[config.mk]
export PLATFORM = sky130hd
export DESIGN_NAME = core_mem_arbiter
export DESIGN_NICKNAME = d
export VERILOG_FILES = /design/src/rtl/core_mem_pkg.sv /design/src/rtl/core_mem_arbiter.sv
export SDC_FILE = /design/constraint.sdc
export NUM_CORES = 1
export LEC_CHECK = 0
export ABC_AREA = 1
export ABC_CLOCK_PERIOD_IN_PS = 5230
export BUFFER_PORTS_ARGS = -buffer_cell sky130_fd_sc_hd__clkbuf_2
export CAP_MARGIN = 20
export CORE_ASPECT_RATIO = 1.4
export CORE_MARGIN = 5
export CORE_UTILIZATION = 40
export CTS_CLUSTER_DIAMETER = 30
export DETAILED_ROUTE_END_ITERATION = 8
export GPL_ROUTABILITY_DRIVEN = 0
export PLACE_DENSITY = 0.79
export SETUP_SLACK_MARGIN = 0.05
export SYNTH_ARGS = -nofsm -noshare
export SYNTH_HDL_FRONTEND = slang
export SYNTH_SLANG_ARGS = --single-unit
[constraint.sdc]
create_clock -name clk -period 5.23 [get_ports clk]
set_clock_uncertainty 0.15 [all_clocks]
set_input_delay 0.7845 -clock clk [delete_from_list [all_inputs] [get_ports clk]]
set_output_delay 0.7845 -clock clk [all_outputs]
set_load 0.005 [all_outputs]
[src/rtl/core_mem_pkg.sv]
// Shared types and defaults for the core-side memory arbiter.
// Latency: n/a (types and constants only).
// Backpressure: n/a.
package core_mem_pkg;

   localparam int ADDR_W_DEF = 32;
   localparam int DATA_W_DEF = 32;

   // The data-streak counter is 4 bits wide, so MAX_DM_STREAK is limited to 1..15.
   localparam int STREAK_W = 4;

   typedef enum logic [1:0] {
      IDLE = 2'd0,
      BUSY = 2'd1,
      RESP = 2'd2
   } state_t;

   typedef enum logic [1:0] {
      GNT_NONE = 2'd0,
      GNT_IF   = 2'd1,
      GNT_DM   = 2'd2
   } grant_t;

endpackage

[src/rtl/core_mem_arbiter.sv]
// Shares one single-ported memory between the core fetch port and its load/store port.
// Latency: 2 cycles with a zero-wait memory (req -> mem_req -> ready); each mem_ack wait adds 1; issue interval 3.
// Backpressure: requesters hold req until their ready pulse; only one memory transaction is outstanding.
module core_mem_arbiter
   import core_mem_pkg::*;
#(
   parameter int ADDR_W        = ADDR_W_DEF,
   parameter int DATA_W        = DATA_W_DEF,
   parameter int MAX_DM_STREAK = 4
) (
   input  logic                clk,
   input  logic                rst,
   // instruction fetch port
   input  logic                if_req,
   input  logic [ADDR_W-1:0]   if_addr,
   output logic [DATA_W-1:0]   if_rdata,
   output logic                if_ready,
   // load/store port
   input  logic                dm_req,
   input  logic                dm_we,
   input  logic [DATA_W/8-1:0] dm_be,
   input  logic [ADDR_W-1:0]   dm_addr,
   input  logic [DATA_W-1:0]   dm_wdata,
   output logic [DATA_W-1:0]   dm_rdata,
   output logic                dm_ready,
   // memory port
   output logic                mem_req,
   output logic                mem_we,
   output logic [DATA_W/8-1:0] mem_be,
   output logic [ADDR_W-1:0]   mem_addr,
   output logic [DATA_W-1:0]   mem_wdata,
   input  logic [DATA_W-1:0]   mem_rdata,
   input  logic                mem_ack
);

   localparam logic [STREAK_W-1:0] STREAK_MAX = STREAK_W'(MAX_DM_STREAK);
   localparam logic [STREAK_W-1:0] STREAK_ONE = STREAK_W'(1);

   state_t                state_q, state_d;
   grant_t                grant_q, grant_d;
   logic [STREAK_W-1:0]   streak_q, streak_d;

   logic                  mem_req_q, mem_req_d;
   logic                  mem_we_q, mem_we_d;
   logic [DATA_W/8-1:0]   mem_be_q, mem_be_d;
   logic [ADDR_W-1:0]     mem_addr_q, mem_addr_d;
   logic [DATA_W-1:0]     mem_wdata_q, mem_wdata_d;

   logic [DATA_W-1:0]     if_rdata_q, if_rdata_d;
   logic [DATA_W-1:0]     dm_rdata_q, dm_rdata_d;
   logic                  if_ready_q, if_ready_d;
   logic                  dm_ready_q, dm_ready_d;

   // Fetch wins when it is alone, or when data has already taken its maximum
   // run of grants while fetch was waiting.
   logic                  pick_if;
   assign pick_if = if_req && (!dm_req || (streak_q == STREAK_MAX));

   // Next-state logic: arbitration in IDLE, completion in BUSY, one-cycle ready in RESP.
   always_comb begin
      state_d     = state_q;
      grant_d     = grant_q;
      streak_d    = streak_q;
      mem_req_d   = mem_req_q;
      mem_we_d    = mem_we_q;
      mem_be_d    = mem_be_q;
      mem_addr_d  = mem_addr_q;
      mem_wdata_d = mem_wdata_q;
      if_rdata_d  = if_rdata_q;
      dm_rdata_d  = dm_rdata_q;
      if_ready_d  = if_ready_q;
      dm_ready_d  = dm_ready_q;

      case (state_q)
         IDLE: begin
            if (if_req || dm_req) begin
               mem_req_d = 1'b1;
               state_d   = BUSY;
               if (pick_if) begin
                  grant_d     = GNT_IF;
                  mem_we_d    = 1'b0;
                  mem_be_d    = '0;
                  mem_addr_d  = if_addr;
                  mem_wdata_d = '0;
                  streak_d    = '0;
               end else begin
                  grant_d     = GNT_DM;
                  mem_we_d    = dm_we;
                  mem_be_d    = dm_be;
                  mem_addr_d  = dm_addr;
                  mem_wdata_d = dm_wdata;
                  // Only grants that make fetch wait count toward the streak.
                  streak_d    = if_req ? (streak_q + STREAK_ONE) : '0;
               end
            end
         end

         BUSY: begin
            // Fields stay put until the memory acknowledges; a requester that
            // drops req here does not abort the transaction.
            if (mem_ack) begin
               mem_req_d = 1'b0;
               state_d   = RESP;
               if (grant_q == GNT_IF) begin
                  if_rdata_d = mem_rdata;
                  if_ready_d = 1'b1;
               end else if (grant_q == GNT_DM) begin
                  if (!mem_we_q) begin
                     dm_rdata_d = mem_rdata;
                  end
                  dm_ready_d = 1'b1;
               end
            end
         end

         RESP: begin
            // Requests are not looked at here, so a requester may retire or
            // change its request on the same edge it sees ready.
            if_ready_d = 1'b0;
            dm_ready_d = 1'b0;
            grant_d    = GNT_NONE;
            state_d    = IDLE;
         end

         default: begin
            state_d    = IDLE;
            grant_d    = GNT_NONE;
            mem_req_d  = 1'b0;
            if_ready_d = 1'b0;
            dm_ready_d = 1'b0;
         end
      endcase
   end

   // State and output registers; reset aborts any transaction in flight.
   always_ff @(posedge clk or posedge rst) begin
      if (rst) begin
         state_q     <= IDLE;
         grant_q     <= GNT_NONE;
         streak_q    <= '0;
         mem_req_q   <= 1'b0;
         mem_we_q    <= 1'b0;
         mem_be_q    <= '0;
         mem_addr_q  <= '0;
         mem_wdata_q <= '0;
         if_rdata_q  <= '0;
         dm_rdata_q  <= '0;
         if_ready_q  <= 1'b0;
         dm_ready_q  <= 1'b0;
      end else begin
         state_q     <= state_d;
         grant_q     <= grant_d;
         streak_q    <= streak_d;
         mem_req_q   <= mem_req_d;
         mem_we_q    <= mem_we_d;
         mem_be_q    <= mem_be_d;
         mem_addr_q  <= mem_addr_d;
         mem_wdata_q <= mem_wdata_d;
         if_rdata_q  <= if_rdata_d;
         dm_rdata_q  <= dm_rdata_d;
         if_ready_q  <= if_ready_d;
         dm_ready_q  <= dm_ready_d;
      end
   end

   assign mem_req   = mem_req_q;
   assign mem_we    = mem_we_q;
   assign mem_be    = mem_be_q;
   assign mem_addr  = mem_addr_q;
   assign mem_wdata = mem_wdata_q;
   assign if_rdata  = if_rdata_q;
   assign dm_rdata  = dm_rdata_q;
   assign if_ready  = if_ready_q;
   assign dm_ready  = dm_ready_q;

   // The two completion pulses never overlap.
   a_ready_onehot: assert property (@(posedge clk) disable iff (rst)
      !(if_ready_q && dm_ready_q));

   // While waiting for the memory, the request and its fields hold steady.
   a_busy_stable: assert property (@(posedge clk) disable iff (rst)
      (state_q == BUSY && !mem_ack) |=>
         (mem_req_q && $stable(mem_addr_q) && $stable(mem_we_q) &&
          $stable(mem_be_q) && $stable(mem_wdata_q)));

   // The streak never runs past its configured bound.
   a_streak_bound: assert property (@(posedge clk) disable iff (rst)
      streak_q <= STREAK_MAX);

endmodule

==> flow_metrics.env <==
export IMPL_status="complete, no violations"
export IMPL_synth_top_family_by_area="simple AND/OR/NAND/NOR gates"
export IMPL_dp_hpwl_microns=12100
export IMPL_rsz0062_at_grt="no"
export IMPL_postCtsHoldBufs=0
export IMPL_cts_resized=0
export IMPL_drive_above_1_share_pct=37.3
export IMPL_layout_worst_path_cycle_share_pct=53.5
export IMPL_crit_arrival_ps=3000
export IMPL_p_per_area_mw_per_mm2=591
export IMPL_ys_seq_area_share_pct=57.4
export IMPL_postLayoutCellArea_sq_mm=0.00823
export IMPL_cts_tree="built"
export IMPL_area_delta_synth_final_pct=31.1
export IMPL_core_sq_mm=0.0155
export IMPL_die_w_microns=116
export IMPL_fin_setup_tns_ps=0
export IMPL_path_max_fanout=50
export IMPL_synth_area_leaders="dfrtp_1, nand2_1, nand3_1, o21ai_1, inv_1"
export IMPL_cts_sinks=144
export IMPL_ys_seq_elements=144
export IMPL_synth_edff_count=0
export IMPL_grt_pass1_wl_microns=26300
export IMPL_die_h_microns=158
export IMPL_initial_core_util_pct=40.4
export IMPL_ys_flop_type="dfrtp_1"
export IMPL_worstMarginPinSlew_ps=833
export IMPL_postCtsSetupRepairBufs=0
export IMPL_wl_microns=16900
export IMPL_stdcell_count=1172
export IMPL_grt_busiest_layer="met2"
export IMPL_routedWlPerCell_microns=14.4
export IMPL_nets=1104
export IMPL_path_clk_slew_ps=60
export IMPL_numCtsBuffers=17
export IMPL_reg2regPathDepth=8
export IMPL_clock_fmax_ghz=0.357
export IMPL_synthArstFlopShare_pct=100
export IMPL_drtAntennaViolNets=0
export IMPL_rows=54
export IMPL_synth_top_cell_area_share_pct=57.4
export IMPL_peakVddDrop_mv=0.295
export IMPL_gr_usage_met1_pct=21.7
export IMPL_worst_setup_path_end_kind="flip-flop"
export IMPL_synthSimpleGateAreaFrac_pct=24.8
export IMPL_dpl_cell_area_sq_mm=0.00761
export IMPL_use_met3_pct=4.36
export IMPL_worst_setup_path_start_kind="flip-flop"
export IMPL_synth_most_common_cell="nand2_1"
export IMPL_report_final_slew_viol_count=0
export IMPL_htree_levels=4
export IMPL_die_area_sq_mm=0.0183
export IMPL_layout_setup_ws_ps=2430
export IMPL_p_leak_nw=4.75
export IMPL_synth_fa_ha_area_share_pct=0.399
export IMPL_post_place_ws_ps=2350
export IMPL_cts_root_buf="clkbuf_16"
export IMPL_max_cap_violations=0
export IMPL_fill_cells=1480
export IMPL_firstDrtPassIters=5
export IMPL_grt_pass1_vias=5269
export IMPL_synth_avg_cell_area_sq_um=8.87
export IMPL_ys_top_cells_by_count="nand2_1, dfrtp_1, nand3_1"
export IMPL_syn_area_sq_mm=0.00628
export IMPL_synth_xor_area_share_pct=0.140
export IMPL_min_path_type="in -> async"
export IMPL_yosysTopAreaCell="dfrtp_1"
export IMPL_min_period_ps=2800
export IMPL_clk_latency_ps=410
export IMPL_cts_buffer_depth=2
export IMPL_io_buffers=273
export IMPL_setup_violations=0
export IMPL_drc=0
export IMPL_syn_num_nets=848
export IMPL_placed_cells=1140
export IMPL_worst_hold_slack_ps=199
export IMPL_viasPerCell=4.64
export IMPL_p_total_mw=4.86
export IMPL_ioPinCount=274
export IMPL_num_vias=5443
export IMPL_final_core_util_pct=52.9
export IMPL_yosysUniqueCellTypes=20
export IMPL_antenna_cells=0
export IMPL_synth_cells=708
export IMPL_synth_compound_gate_area_share_pct=7.55
export IMPL_grtUsageMet2_pct=31.2
export IMPL_grt_usage_pct=18.3
export IMPL_setup_worst_path_class="reg -> reg"
export IMPL_grt_max_degree=109
export IMPL_grt_remaining_overflow=0
export IMPL_antenna_found_initial=0
export IMPL_synth_mux_area_share_pct=0
export IMPL_critPathRequiredTime_ps=5430
export IMPL_hold_viol_final=0
export IMPL_drt_iter0_markers=519
export IMPL_slew_headroom_pct=44.3
export IMPL_yosysWarnings=0
cells by family (layout without fill, tap and decap cells):
logic type | after synthesis | in the layout
AO/OA/AOI/OAI | 76 | 76
XOR/XNOR | 1 | 1
adder cells (fa/ha/maj) | 2 | 2
buffers and inverters | 119 | 387
flip-flops | 144 | 144
AND/OR/NAND/NOR | 366 | 366
critical path, cell delays in order, from the launching register on:
cell and delay (ps):
dfrtp_1 400, inv_1 80, ha_1 190, nand3_1 140, nand2_2 420, nand2_2 550
buf_4 520, nand3_1 140, nand2_1 100
per-layer routing:
| layer | routed length (microns) | vias to the layer above | share of wire, % |
|---|---|---|---|
| met5 | 0 | - | 0 |
| met4 | 513 | 0 | 3.0 |
| met3 | 933 | 35 | 5.5 |
| met2 | 8940 | 176 | 53 |
| met1 | 6490 | 2494 | 38 |
| li1 | - | 2738 | - |
path summary, 6_finish.rpt:
check                              start       endpoint  slack [ps]
setup / recovery             streak_q[0]    mem_addr[3]        2430
hold reg to reg            mem_wdata[28]  mem_wdata[28]         330
hold / removal                       rst   dm_rdata[17]         200
setup reg to reg             streak_q[0]    mem_addr[3]        2430
max in group asynchronous            rst   dm_rdata[26]        3540
min in group clk           mem_wdata[28]  mem_wdata[28]         330
cell usage in the layout, fill, tap and decap left out, drive strengths merged:
cell      count
a21oi         1
buf           6
bufinv        2
clkbuf      292
clkinv        5
clkinvlp      4
dfrtp       144
ha            2
inv          78
nand2       248
nand3       108
nor2         10
o21ai        74
o22ai         1
xor2          1
layout make-up:
cell class	instances	area, sq um	share of cell area [%]
timing repair buffer	279	1430	17.4
tap	196	245	2.98
clock buffer	19	453	5.51
multi-input combinational	445	2060	25.1
clock inverter	12	135	1.64
sequential	144	3600	43.8
inverter	77	294	3.57
sequential cells by signal (all words and copies together), names as in the netlist:
signal	count
dm_rdata	32
if_rdata	32
mem_addr	32
mem_wdata	32
mem_be	4
streak_q	4
grant_q	2
state_q	2
dm_ready	1
if_ready	1
mem_req	1
mem_we	1
report_power, final:
part	internal [mW]	total, mW	switching, mW
logic	0.738	1.75	1.01
registers	1.63	1.92	0.283
clock network	0.726	1.20	0.470
Power figures use the tool's default switching activity.
